[config.mk]
export PLATFORM = sky130hd
export DESIGN_NAME = lhn_div11_seq
export DESIGN_NICKNAME = d
export VERILOG_FILES = /design/src/rtl/lhn_div_pkg.sv /design/src/rtl/lhn_div_step.sv /design/src/rtl/lhn_div11_seq.sv
export SDC_FILE = /design/constraint.sdc
export NUM_CORES = 1
export LEC_CHECK = 0
export BUFFER_PORTS_ARGS = -buffer_cell sky130_fd_sc_hd__buf_2
export CAP_MARGIN = 20
export CORE_MARGIN = 2
export CORE_UTILIZATION = 55
export CTS_BUF_LIST = sky130_fd_sc_hd__clkbuf_16
export DETAILED_ROUTE_END_ITERATION = 7
export PLACE_DENSITY = 0.79
export SETUP_SLACK_MARGIN = 0.5
export SYNTH_ARGS = -nofsm -noshare
export SYNTH_HDL_FRONTEND = slang
export SYNTH_SLANG_ARGS = --single-unit
[constraint.sdc]
create_clock -name clock -period 2.7 [get_ports clock]
set_input_delay 0.27 -clock clock [delete_from_list [all_inputs] [get_ports clock]]
set_output_delay 0.27 -clock clock [all_outputs]
set_load 0.01 [all_outputs]
[src/rtl/lhn_div_pkg.sv]
// Shared constants and state encoding for the 11-bit restoring divider.
// The divider runs beside the 11-bit multiplier emulator in the ALU datapath.
package lhn_div_pkg;

    localparam int DVD_W = 11;
    localparam int DVS_W = 5;

    typedef enum logic [1:0] {
        IDLE = 2'd0,
        RUN  = 2'd1,
        DONE = 2'd2
    } state_e;

    // Quotient reported when the divisor is zero.
    localparam logic [DVD_W-1:0] QUO_ALL_ONES = '1;

endpackage

[src/rtl/lhn_div_step.sv]
// One restoring-division step: shift in a dividend bit, then subtract the divisor when it fits.
// Purely combinational.
module lhn_div_step #(
    parameter int DVS_W = 5
) (
    input  logic [DVS_W-1:0] prem_i,
    input  logic             bit_i,
    input  logic [DVS_W-1:0] divisor_i,
    output logic [DVS_W-1:0] prem_o,
    output logic             q_bit_o
);

    logic [DVS_W:0] p;

    always_comb begin
        p = {prem_i, bit_i};
        // The extra top bit of p catches the shifted-out MSB, so compare at DVS_W+1 bits.
        if (p >= {1'b0, divisor_i}) begin
            q_bit_o = 1'b1;
            prem_o  = DVS_W'(p - {1'b0, divisor_i});
        end else begin
            q_bit_o = 1'b0;
            prem_o  = p[DVS_W-1:0];
        end
    end

endmodule

[src/rtl/lhn_div11_seq.sv]
// Sequential restoring divider: one quotient bit per clock, start/busy/done handshake.
// Divide by zero finishes immediately with an all-ones quotient and the error flag set.
module lhn_div11_seq #(
    parameter int DVD_W = lhn_div_pkg::DVD_W,
    parameter int DVS_W = lhn_div_pkg::DVS_W
) (
    input  logic             clock,
    input  logic             reset,
    input  logic             start,
    input  logic [DVD_W-1:0] dividend,
    input  logic [DVS_W-1:0] divisor,
    output logic             busy,
    output logic             done,
    output logic [DVD_W-1:0] quotient,
    output logic [DVS_W-1:0] remainder,
    output logic             div_by_zero
);

    import lhn_div_pkg::*;

    localparam int CNT_W = $clog2(DVD_W);

    state_e             state_q,     state_d;
    logic [CNT_W-1:0]   count_q,     count_d;
    logic [DVD_W-1:0]   dvd_q,       dvd_d;
    logic [DVS_W-1:0]   dvs_q,       dvs_d;
    logic [DVS_W-1:0]   prem_q,      prem_d;
    logic [DVD_W-2:0]   quo_sh_q,    quo_sh_d;
    logic [DVD_W-1:0]   quotient_q,  quotient_d;
    logic [DVS_W-1:0]   remainder_q, remainder_d;
    logic               dbz_q,       dbz_d;

    logic [DVS_W-1:0]   step_prem;
    logic               step_bit;

    // The dividend register shifts left each step, so its MSB is always the next bit.
    lhn_div_step #(
        .DVS_W (DVS_W)
    ) u_step (
        .prem_i    (prem_q),
        .bit_i     (dvd_q[DVD_W-1]),
        .divisor_i (dvs_q),
        .prem_o    (step_prem),
        .q_bit_o   (step_bit)
    );

    always_comb begin
        state_d     = state_q;
        count_d     = count_q;
        dvd_d       = dvd_q;
        dvs_d       = dvs_q;
        prem_d      = prem_q;
        quo_sh_d    = quo_sh_q;
        quotient_d  = quotient_q;
        remainder_d = remainder_q;
        dbz_d       = dbz_q;

        case (state_q)
            IDLE: begin
                if (start) begin
                    if (divisor != '0) begin
                        dvd_d   = dividend;
                        dvs_d   = divisor;
                        prem_d  = '0;
                        count_d = CNT_W'(DVD_W - 1);
                        state_d = RUN;
                    end else begin
                        quotient_d  = QUO_ALL_ONES;
                        remainder_d = '0;
                        dbz_d       = 1'b1;
                        state_d     = DONE;
                    end
                end
            end
            RUN: begin
                prem_d   = step_prem;
                dvd_d    = dvd_q << 1;
                quo_sh_d = {quo_sh_q[DVD_W-3:0], step_bit};
                if (count_q == '0) begin
                    quotient_d  = {quo_sh_q, step_bit};
                    remainder_d = step_prem;
                    dbz_d       = 1'b0;
                    state_d     = DONE;
                end else begin
                    count_d = count_q - CNT_W'(1);
                end
            end
            DONE: begin
                state_d = IDLE;
            end
            default: begin
                state_d = IDLE;
            end
        endcase
    end

    always_ff @(posedge clock) begin
        if (reset) begin
            state_q     <= IDLE;
            count_q     <= '0;
            dvd_q       <= '0;
            dvs_q       <= '0;
            prem_q      <= '0;
            quo_sh_q    <= '0;
            quotient_q  <= '0;
            remainder_q <= '0;
            dbz_q       <= 1'b0;
        end else begin
            state_q     <= state_d;
            count_q     <= count_d;
            dvd_q       <= dvd_d;
            dvs_q       <= dvs_d;
            prem_q      <= prem_d;
            quo_sh_q    <= quo_sh_d;
            quotient_q  <= quotient_d;
            remainder_q <= remainder_d;
            dbz_q       <= dbz_d;
        end
    end

    assign busy        = (state_q != IDLE);
    assign done        = (state_q == DONE);
    assign quotient    = quotient_q;
    assign remainder   = remainder_q;
    assign div_by_zero = dbz_q;

endmodule

* Word-level counts from Yosys, hierarchy flattened
Index checks and enable logic that the tools add are counted. Widths: inputs -> output; s select.
Operators by class: add/sub/neg operators 2, multipliers 0, div/mod/pow operators 0, magnitude comparators 1, equal/unequal tests 7, shift operators 0, muxes and demuxes 28, bitwise logic cells 0, reductions and logical operators 10
Operators by type and width (number):
- $mux 11 | 5
- $pmux 11 s2 | 2
- $mux 5 | 6
- $pmux 5 s2 | 2
- $mux 4 | 3
- $ne 2x2->1 const B | 5
- $pmux 4 s2 | 1
- $reduce_and 4->1 | 2
- $ge 6x5->1 | 1
- $mux 2 | 3
- $reduce_and 3->1 | 2
- $reduce_bool 5->1 | 1
- $sub 5x5->5 | 1
- $logic_not 4->1 | 1
- $mux 1 | 4
- $pmux 2 s2 | 1
- $reduce_bool 2->1 | 2
- $sub 4x1->4 const B | 1
- $eq 2x1->1 const B | 1
- $eq 2x2->1 const B | 1
- $logic_not 2->1 | 1
- $pmux 1 s2 | 1
- $reduce_and 2->1 | 1
Word-level totals: register bits after elaboration 54, bits in latches 0, RAM bits 0, ROM bits 0, input bits 19, output and inout bits 19, logic and storage cells 57, memories kept 0

* Longest topological paths before layout
Gate-level depths: netlist of run 1.
depth after elaboration 4, mapped depth 8, mapped depth without buffers 8

* Hierarchy
Synthesis of run 1 repeated with hierarchy kept, for this count alone.
Second synthesis, totals: cell total of the unflattened synthesis 253, area, all modules 2394.8 um^2
Modules (own cells, without submodules):
- lhn_div11_seq | times used 1, cells each 217, area each 2107.0 um^2, sequential area each 1081.0 um^2
- lhn_div_step | times used 1, cells each 36, area each 287.8 um^2, sequential area each 0.0 um^2

* Worst setup path after synthesis of run 1
Ideal clock, no wire load.
kind register to register, start point register dvd_q[10], end point register prem_q[2], library setup time 0.091 ns, data arrival time 1.840 ns, required time 2.609 ns, slack 0.769 ns, cell stages (with the launch flop) 9, path buffers 0, clock period less this slack 1.931 ns, cells stage by stage dfxtp_1 inv_1 ha_1 fa_1 nand2b_1 a21o_1 a21oi_1 nand3_1 a311oi_1
On the way: longest elaborated chain between the ends 3, elaborated cells on any way between the ends 4, classes of those cells 1 x add/sub; 1 x order compare; 2 x mux
RTL lines:
- start, declared | RTL line lhn_div11_seq.sv:25 | logic [DVD_W-1:0] dvd_q, dvd_d;
- start signal, assigned | RTL line lhn_div11_seq.sv:111 | dvd_q <= dvd_d;
- $sub 5x5->5 or $ge 6x5->1 (tied branches) | RTL line lhn_div_step.sv:20, lhn_div_step.sv:18
- $mux 5 * | RTL line lhn_div_step.sv:18 | if (p >= {1'b0, divisor_i}) begin
- $pmux 5 s2 * | RTL line lhn_div11_seq.sv:58 | case (state_q)
- end signal, assigned | RTL line lhn_div11_seq.sv:113 | prem_q <= prem_d;
- end, declared | RTL line lhn_div11_seq.sv:27 | logic [DVS_W-1:0] prem_q, prem_d;
Every way passes the cells marked *; elsewhere a longest branch is shown, timed or not. A chain may end at the register's enable or synchronous reset.

* Final worst setup path of run 1
Same ends and word-level chain as after synthesis.

==> results of run 1 <==
layer usage:
layer | global-route usage (%) | part of all wire, % | vias to the layer above
met2 | 35.8 | 47 | 59
met4 | 6.54 | 1.2 | 0
met5 | 0 | 0 | -
met3 | 4.80 | 5.4 | 7
met1 | 27.5 | 46 | 953
li1 | - | - | 1061
power by group:
group          switching, mW  leakage, nW  total, mW  internal [mW]
sequential            0.0478        0.442      0.921          0.873
clock                  0.286       0.0842      0.725          0.439
combinational          0.284        0.618      0.465          0.181
worst paths after layout:
| check | from | endpoint |
|---|---|---|
| worst max-delay path | dvd_q[10] | prem_q[2] |
| worst min-delay path | divisor[2] | dvs_q[2] |
| worst max register to register | dvd_q[10] | prem_q[2] |
| worst min register to register | remainder[4] | remainder[4] |
sequential cells by signal, indices dropped and copies added (netlist names):
register     flops
quotient        11
quo_sh_q        10
div_by_zero      1
remainder        5
dvd_q           11
prem_q           5
state_q          2
count_q          4
dvs_q            5
metrics by stage:
step	utilization (%)	worst slack, ns
after floorplan	-	0.769
after global placement	62.4	0.634
after detailed placement	62.4	0.520
after CTS	66.7	0.522
after global routing	67.9	0.498
final	67.9	0.608
cells by family (layout without fill, tap and decap cells):
group,count (synthesis),after routing,synth area share (%)
DFF,54,54,46.2
buffers and inverters,27,58,4.92
xor gates and xnor gates,3,3,1.12
adders and majority gates,8,8,4.60
and+or+nand+nor,159,160,30.2
AOI/OAI and AO/OA,43,43,12.5
muxes,1,1,0.428
what timing repair did:
| item | in CTS | in global routing |
|---|---|---|
| gates cloned | 0 | 1 |
| hold endpoints to repair | 0 | 0 |
| pin swaps | 0 | 3 |
| gates resized for setup | 1 | 7 |
| setup endpoints to repair | 2 | 7 |
cell type report:
type	count	area, µm²	area share (%)
well taps	50	62.6	2.27
multi-input cells	215	1200	43.4
flip-flops and latches	54	1080	39.3
inverters	10	37.5	1.36
clock inverters	3	43.8	1.59
repair buffers	40	208	7.54
clock buffers	5	125	4.54
placed cells by master (no fill, tap or decap), drive strengths merged, types with 7 or more instances in the layout:
cell    instances
nand2          32
dfxtp          54
ha              7
buf            40
nor2           82
a311oi          8
nor3           16
a21oi          23
inv            11
nor4           10
worst register-to-register path: cells and delay by family (launching register included):
kind	cells	cell delay, ns
AOI/OAI and AO/OA	3	0.70
adders and majority gates	2	0.61
buffers and inverters	1	0.05
DFF	1	0.34
and+or+nand+nor	2	0.30
==> metrics.md, run 1 <==
| Metric | Value |
|---|---|
| Last weighted congestion value of the routability-driven placer | 0.815 |
| Average wire per standard cell | 13.4 µm |
| Post-CTS setup buffers | 0 |
| Synth Cell Area | 2340 µm² |
| Achievable Freq | 478 MHz |
| Setup crit start kind | register |
| Number of cells in the finished layout apart from fillers | 377 |
| Remaining antenna violation count | 0 |
| Number of buffers added by the clock tree synthesis step | 5 |
| Worst endpoint data arrival time | 2.29 ns |
| Share of final-layout standard cells stronger than drive strength 1 | 18.3% |
| Unique cell type count in the Yosys netlist | 37 |
| Leading post-synthesis cells by cell area | sky130_fd_sc_hd__dfxtp_1 (46%), sky130_fd_sc_hd__nor2_1 (13%), sky130_fd_sc_hd__nand2_1 (5.1%) |
| Cell with the largest stage delay on the worst path | sky130_fd_sc_hd__fa_1 |
| DRC | 0 |
| Critical Path Fanout Max | 4 |
| Iteration-0 DRC count of the detailed router | 145 |
| Count of state elements after synthesis | 54 |
| Number of maximum-capacitance constraint violations | 0 |
| Critical path buffer and inverter count | 1 |
| Core Box Area | 4060 µm² |
| Slew margin rel. | 35.4% |
| Status | complete, no violations |
| Antenna Cells | 0 |
| Clk sink count | 54 |
| Hold violation total from the final report | 0 |
| Vias | 2080 |
| Shortest clock period the worst path allows after layout | 2.09 ns |
| Detailed-route wire length | 5050 µm |
| Most used standard cells in the synthesized netlist | sky130_fd_sc_hd__nor2_1 (80), sky130_fd_sc_hd__dfxtp_1 (54), sky130_fd_sc_hd__nand2_1 (32) |
| Summed negative setup slack over all endpoints | 0 ns |
| Total track usage | 21.4% |
| Ports | 38 |
| Fin nets | 353 |
| Required time reported for the critical path endpoint | 2.90 ns |
| Fraction of registers with async set or reset after synthesis | 0% |
| Area of the die | 4790 µm² |
| Largest net degree at the start of global routing | 55 |
| Number of global-route vias before repair | 1919 |
| Overall Power | 2.11 mW |
| Most used standard cell by instance count after synthesis | sky130_fd_sc_hd__nor2_1 |
| Worst IR Drop VDD | 0.000376 V |
| Critical path type | register to register |
| Max Transition Viols Final | 0 |
| Number of enable flip-flop cells after synthesis | 0 |
| Setup slack of the worst register-to-register path | 0.61 ns |
| Number of warnings issued by yosys | 0 |
| Core Rows | 23 |
| Transition time at the pin with the least slew margin | 0.969 ns |
| Sequential-to-total area share from yosys stat | 46.2% |
| Number of inserted filler cells in the final layout | 336 |
| Setup crit end kind | register |
| Number of placed instances, taps included | 368 |
| Master cell of the clock root buffer | sky130_fd_sc_hd__clkbuf_16 |
| Placement-stage cell area | 2530 µm² |
| Synth area leader | sky130_fd_sc_hd__dfxtp_1 |
| H-tree depth | 2 |
| I/O Buffers | 37 |
| Total non-filler cell area in the finished layout | 2760 µm² |
| Cell count after synthesis | 295 |
| Portion of the clock cycle consumed by the worst path in the final layout | 77.5% |
| Largest stage delay on the critical path | 0.39 ns |
| Most used flip-flop cell after synthesis | sky130_fd_sc_hd__dfxtp_1 |
| CTS tree | built |
| Lkg Pwr | 1.14 nW |
| Cell class contributing the biggest share of worst-path delay | compound AO/OA/AOI/OAI gates |
| Horizontal extent of the die | 69.2 µm |
| Cell-by-cell listing of the critical path | inv_1 -> ha_1 -> fa_1 -> nand2b_4 -> a21o_1 -> a21oi_2 -> nand3_2 -> a311oi_2 |
| Cell depth of the worst hold path | 3 |
| Global-route wire length before repair | 8480 µm |
| Number of setup violations in the final report | 0 |
| Maximum buffer depth of the clock tree | 2 |
| Synth top area share | 46.2% |
| Via density per instance | 5.52 |
| Worst hold slack after final layout | 0.219 ns |
| Effective utilization at floorplan | 57.7% |
| CTS clock-pin slew for the worst setup and hold paths | 0.07 ns |
| Tightest Hold Check Type | input pin to register |
| Remaining global-route overflow | 0 |
| Path length in cells of the critical path | 8 |
| Post-synthesis to final-layout area growth | 17.8% |
| Hold-fix buffers at CTS | 0 |
| Chip height | 69.2 µm |
| Unrepaired setup endpoints after global routing | false |
| Post-Syn Nets | 322 |
| Clk Latency, worst-skew pair | 0.29 ns |
| R2R depth | 8 |
| Initial antenna violation count | 0 |
| Total power divided by cell area | 766 nW/µm² |
| Setup Skew | 0.00733 ns |
| Number of search-and-repair iterations in the first detailed-routing pass | 4 |
| Mean Syn Cell Area | 7.93 µm² |
| DP HPWL | 3240 µm |
No activity file was read; power rests on OpenSTA's default activity.
==> run 2: changes to the inputs <==
- clock period: 2.7 -> 2.1 ns (I/O delays scaled with it)
==> run 2 against run 1 <==
Compared with the run above:
- die area did not move
- critical path depth is the same
- non-clock buffer count grew 23
==> metrics.md, run 2 (synthesis results as in run 1) <==
| Metric | Value |
|---|---|
| Status | complete, no violations |
| Number of global-route vias before repair | 1994 |
| Portion of the clock cycle consumed by the worst path in the final layout | 94.2% |
| Post-synthesis to final-layout area growth | 33.9% |
| Required time reported for the critical path endpoint | 2.29 ns |
| Initial antenna violation count | 0 |
| Remaining global-route overflow | 0 |
| Transition time at the pin with the least slew margin | 0.558 ns |
| Number of maximum-capacitance constraint violations | 0 |
| Overall Power | 2.86 mW |
| Ports | 38 |
| Summed negative setup slack over all endpoints | 0 ns |
| Antenna Cells | 0 |
| Setup Skew | 0.00876 ns |
| Critical Path Fanout Max | 4 |
| Most heavily used metal layer in global routing | met2 |
| I/O Buffers | 37 |
| Shortest clock period the worst path allows after layout | 1.98 ns |
| Area of the die | 4790 µm² |
| R2R Path Start | dvd_q[10] |
| Master cell of the clock root buffer | sky130_fd_sc_hd__clkbuf_16 |
| Share of power burned in combinational logic | 29.2% |
| Switching power of the nets | 898 µW |
| Horizontal extent of the die | 69.2 µm |
| DRC | 0 |
| Setup slack of the worst register-to-register path | 0.12 ns |
| CTS clock-pin slew for the worst setup and hold paths | 0.07 ns |
| Clk Latency, worst-skew pair | 0.29 ns |
| Fin nets | 375 |
| Worst IR Drop VDD | 0.000443 V |
| Clk sink count | 54 |
| Internal power of the cells | 1.97 mW |
| Max Transition Viols Final | 0 |
| Switching power share of the total | 31.3% |
| Part of the power in the clock network | 28.9% |
| Hold-fix buffers at CTS | 0 |
| Effective utilization at floorplan | 57.7% |
| Iteration-0 DRC count of the detailed router | 120 |
| Achievable Freq | 506 MHz |
| Slew margin rel. | 62.8% |
| CTS tree | built |
| Remaining antenna violation count | 0 |
| R2r endpoint | prem_q[2] |
| Core Box Area | 4060 µm² |
| Number of buffers added by the clock tree synthesis step | 5 |
| Global Route met3 Usage | 4.94% |
| Met2 Resource Use GR | 37.0% |
| Total power divided by cell area | 914 nW/µm² |
| Setup crit start kind | register |
| Multi-input gate area | 1350 µm² |
| H-tree depth | 2 |
| Cell depth of the worst hold path | 3 |
| Global-route wire length before repair | 8850 µm |
| Unrepaired setup endpoints after global routing | true |
| Flop pwr share | 41.8% |
| Number of inserted filler cells in the final layout | 289 |
| Setup crit end kind | register |
| Vias | 2176 |
| Worst endpoint data arrival time | 2.17 ns |
| Hold Path End | dvs_q[0] |
| Fraction of met1 tracks used by global routing | 29.3% |
| Most common library cell in the layout ignoring fill and taps | sky130_fd_sc_hd__nor2_1 |
| Hold violation total from the final report | 0 |
| Lkg Pwr | 1.30 nW |
| Number of setup violations in the final report | 0 |
| Detailed-route wire length | 5830 µm |
| Critical path type | register to register |
| Chip height | 69.2 µm |
| Share of final-layout standard cells stronger than drive strength 1 | 36.1% |
| Core Rows | 23 |
| Highest-count cells in the layout ignoring fill and taps | sky130_fd_sc_hd__nor2_1 (70), sky130_fd_sc_hd__dfxtp_1 (43), sky130_fd_sc_hd__buf_2 (37), sky130_fd_sc_hd__nand2_1 (28), sky130_fd_sc_hd__buf_4 (22) |
| Tightest Hold Check Type | input pin to register |
| Last weighted congestion value of the routability-driven placer | 0.839 |
| Average wire per standard cell | 14.6 µm |
| Register cell area after layout | 1100 µm² |
| Largest net degree at the start of global routing | 55 |
| Total track usage | 22.4% |
| Launch point of the worst hold path | divisor[0] |
| Via density per instance | 5.45 |
| Number of search-and-repair iterations in the first detailed-routing pass | 4 |
| DP HPWL | 3300 µm |
| Maximum buffer depth of the clock tree | 2 |
| R2R depth | 8 |
[run 2: cell types whose count changed in the layout (fill, tap and decap cells not counted), sizes merged]
cell,delta
nor2,-1
buf,+21
clkinvlp,+1
clkbuf,+2
bufinv,-1
[run 2: power by group through the flow]
stage                     registers, mW  logic [mW]  clock network, mW
after floorplan                    1.22       0.449                  0
after global placement             1.21       0.613                  0
after detailed placement           1.21       0.624                  0
after CTS                          1.19       0.683              0.843
after global routing               1.21       0.914              0.880
final                              1.20       0.838              0.828
[run 2: stage by stage]
step | instances | utilization [%] | hold slack [ns] | setup slack, ns | instance area, µm²
floorplan | 295 | - | 0.346 | 0.311 | 2430
global placement | 373 | 65.7 | 0.443 | 0.244 | 2670
detailed placement | 373 | 65.7 | 0.458 | 0.162 | 2670
CTS | 387 | 71.4 | 0.153 | 0.223 | 2900
global route | 399 | 77.2 | 0.189 | 0.0303 | 3130
finish | 399 | 77.2 | 0.157 | 0.123 | 3130
[run 2: worst max-delay path by stage]
stage	start	to	cells past startpoint
detailed placement	dvd_q[10]	prem_q[2]	8
global placement	dvd_q[10]	prem_q[2]	8
CTS	dvd_q[10]	prem_q[2]	8
global route	dvd_q[10]	prem_q[2]	8
floorplan	dvd_q[10]	prem_q[2]	8
finish	dvd_q[10]	prem_q[2]	8
[run 2: worst max-delay path: stages (launching register included)]
cell and delay (ns):
sky130_fd_sc_hd__dfxtp_2 0.34, sky130_fd_sc_hd__inv_2 0.04, sky130_fd_sc_hd__ha_4 0.15, sky130_fd_sc_hd__fa_2 0.35
sky130_fd_sc_hd__nand2b_4 0.17, sky130_fd_sc_hd__a21o_1 0.21, sky130_fd_sc_hd__a21oi_4 0.22, sky130_fd_sc_hd__nand3_2 0.12
sky130_fd_sc_hd__a311oi_2 0.29
[run 2: cell type report]
class / instances / area share, %
Clock buffer: 5 / 3.99
Clock inverter: 3 / 0.799
Inverter: 10 / 1.20
Multi-Input combinational cell: 214 / 43.2
Sequential cell: 54 / 35.0
Tap cell: 50 / 2.00
Timing Repair Buffer: 63 / 13.8
[run 2: repair_timing]
action	in CTS	in global routing
gates resized for setup	12	32
setup buffers	6	9
gates cloned	0	3
setup endpoints to repair	19	39
pin swaps	12	27
[run 2: routing by layer]
layer	wire [µm]	up-vias
li1	-	1096
met1	2530	994
met2	2860	79
met3	357	7
met4	77	0
met5	0	-
==> run 3: changes to the inputs <==
- CORE_ASPECT_RATIO: default -> 0.6
==> run 3 against run 2 <==
Compared with the run above:
- routed wire length up 18%
- sequential cell count unchanged
- utilization increased by 4.0 points
- fmax down 1.7%
- highest routed layer unchanged
==> metrics.md, run 3 (synthesis results as in run 1) <==
| Metric | Value |
|---|---|
| Final core occ | 81.2% |
| Setup crit start kind | register |
| I/O Buffers | 37 |
| Number of global-route vias before repair | 1875 |
| Max Transition Viols Final | 0 |
| Number of cells in the finished layout apart from fillers | 415 |
| Initial antenna violation count | 0 |
| Average wire per standard cell | 16.5 µm |
| Summed negative setup slack over all endpoints | 0 ns |
| Cell class contributing the biggest share of worst-path delay | simple AND/OR/NAND/NOR gates |
| Worst endpoint data arrival time | 2.20 ns |
| CTS clock-pin slew for the worst setup and hold paths | 0.07 ns |
| Area of the die | 4810 µm² |
| Worst hold slack after final layout | 0.156 ns |
| Clk Latency, worst-skew pair | 0.29 ns |
| Clk sink count | 54 |
| Number of buffers added by the clock tree synthesis step | 5 |
| Maximum buffer depth of the clock tree | 2 |
| Portion of the clock cycle consumed by the worst path in the final layout | 95.7% |
| Setup crit end kind | register |
| Tightest Hold Check Type | input pin to register |
| Largest stage delay on the critical path | 0.40 ns |
| Effective utilization at floorplan | 57.1% |
| Critical Path Fanout Max | 5 |
| H-tree depth | 2 |
| Last weighted congestion value of the routability-driven placer | 0.891 |
| Achievable Freq | 497 MHz |
| Chip height | 54.5 µm |
| Highest-count cells in the layout ignoring fill and taps | sky130_fd_sc_hd__nor2_1 (69), sky130_fd_sc_hd__dfxtp_1 (48), sky130_fd_sc_hd__buf_2 (37), sky130_fd_sc_hd__nand2_1 (26), sky130_fd_sc_hd__buf_4 (24) |
| Share of final-layout standard cells stronger than drive strength 1 | 40.0% |
| DRC | 0 |
| Number of maximum-capacitance constraint violations | 0 |
| Antenna Cells | 0 |
| Final setup margin | 0.0896 ns |
| Unrepaired setup endpoints after global routing | true |
| Placement-stage cell area | 2690 µm² |
| CTS tree | built |
| Fin nets | 382 |
| Critical path buffer and inverter count | 0 |
| Number of search-and-repair iterations in the first detailed-routing pass | 4 |
| Post-synthesis to final-layout area growth | 42.2% |
| Required time reported for the critical path endpoint | 2.29 ns |
| Overall Power | 2.98 mW |
| Total non-filler cell area in the finished layout | 3330 µm² |
| Core Box Area | 4100 µm² |
| Core Rows | 18 |
| Lkg Pwr | 1.37 nW |
| Total power divided by cell area | 896 nW/µm² |
| Master cell of the clock root buffer | sky130_fd_sc_hd__clkbuf_16 |
| Horizontal extent of the die | 88.2 µm |
| Hold-fix buffers at CTS | 0 |
| Most common library cell in the layout ignoring fill and taps | sky130_fd_sc_hd__nor2_1 |
| Transition time at the pin with the least slew margin | 0.637 ns |
| Global-route wire length before repair | 9360 µm |
| Cell-by-cell listing of the critical path | ha_4 -> and4_4 -> or3_4 -> o32ai_4 -> nand2_2 -> a311oi_1 |
| Total track usage | 26.0% |
| Setup Skew | 0.00311 ns |
| Worst IR Drop VDD | 0.000591 V |
| Hold violation total from the final report | 0 |
| Cell with the largest stage delay on the worst path | sky130_fd_sc_hd__or3_4 |
| Path length in cells of the critical path | 6 |
| Slew margin rel. | 57.5% |
| Via density per instance | 5.58 |
| Shortest clock period the worst path allows after layout | 2.01 ns |
| DP HPWL | 3660 µm |
| Largest net degree at the start of global routing | 55 |
| Detailed-route wire length | 6850 µm |
| R2R depth | 6 |
| Critical path type | register to register |
| Cell depth of the worst hold path | 3 |
| Minimum setup slack after placement | 0.0958 ns |
| Remaining global-route overflow | 0 |
| Number of setup violations in the final report | 0 |
| Remaining antenna violation count | 0 |
| Number of placed instances, taps included | 384 |
| Iteration-0 DRC count of the detailed router | 137 |
| Ports | 38 |
| Status | complete, no violations |
| Vias | 2315 |
[run 3: cell count changes in the layout (fill, tap and decap cells not counted), moves of 2 or more]
cell | before | now
sky130_fd_sc_hd__nor3_1 | 15 | 5
sky130_fd_sc_hd__nor2_2 | 7 | 3
sky130_fd_sc_hd__dfxtp_1 | 43 | 48
sky130_fd_sc_hd__nor3_2 | 1 | 11
sky130_fd_sc_hd__nand2_2 | 4 | 6
sky130_fd_sc_hd__dfxtp_2 | 10 | 2
sky130_fd_sc_hd__dfxtp_4 | 1 | 4
sky130_fd_sc_hd__buf_6 | 1 | 4
sky130_fd_sc_hd__buf_4 | 22 | 24
sky130_fd_sc_hd__nand2_1 | 28 | 26
sky130_fd_sc_hd__nor2_4 | 4 | 9
[run 3: power breakdown]
| part | switching, mW | internal (mW) |
|---|---|---|
| combinational | 0.512 | 0.455 |
| clock | 0.373 | 0.436 |
| sequential | 0.0803 | 1.12 |
| total | 0.966 | 2.02 |
[run 3: worst register-to-register path: stages (launching register included)]
cell                       delay [ns]
sky130_fd_sc_hd__dfxtp_4         0.37
sky130_fd_sc_hd__ha_4            0.24
sky130_fd_sc_hd__and4_4          0.21
sky130_fd_sc_hd__or3_4           0.40
sky130_fd_sc_hd__o32ai_4         0.23
sky130_fd_sc_hd__nand2_2         0.13
sky130_fd_sc_hd__a311oi_1        0.33
[run 3: per-layer routing]
layer / track usage [%] / vias up / wire (µm)
met2: 38.0 / 84 / 3150
li1: - / 1121 / -
met5: 0 / - / 0
met3: 5.88 / 11 / 452
met4: 7.32 / 0 / 110
met1: 38.5 / 1099 / 3140
[run 3: final timing paths]
path | startpoint | slack (ns) | to
worst max register to register | prem_q[0] | 0.09 | remainder[1]
worst min register to register | remainder[4] | 0.46 | remainder[4]
worst min-delay path | divisor[2] | 0.16 | dvs_q[2]
worst max-delay path | prem_q[0] | 0.09 | remainder[1]
[run 3: what timing repair did]
item	CTS	global route
resized for setup	24	46
pin swaps	20	27
buffers inserted	10	10
endpoints found under the setup margin	26	40
gates cloned	1	3
[run 3: layout make-up]
cell class,instances,area (µm²)
timing repair buffer,69,508
inverter,10,37.5
fill,244,772
clock buffer,5,125
clock inverter,2,15.0
multi-input combinational,215,1470
sequential,54,1100
tap,60,75.1
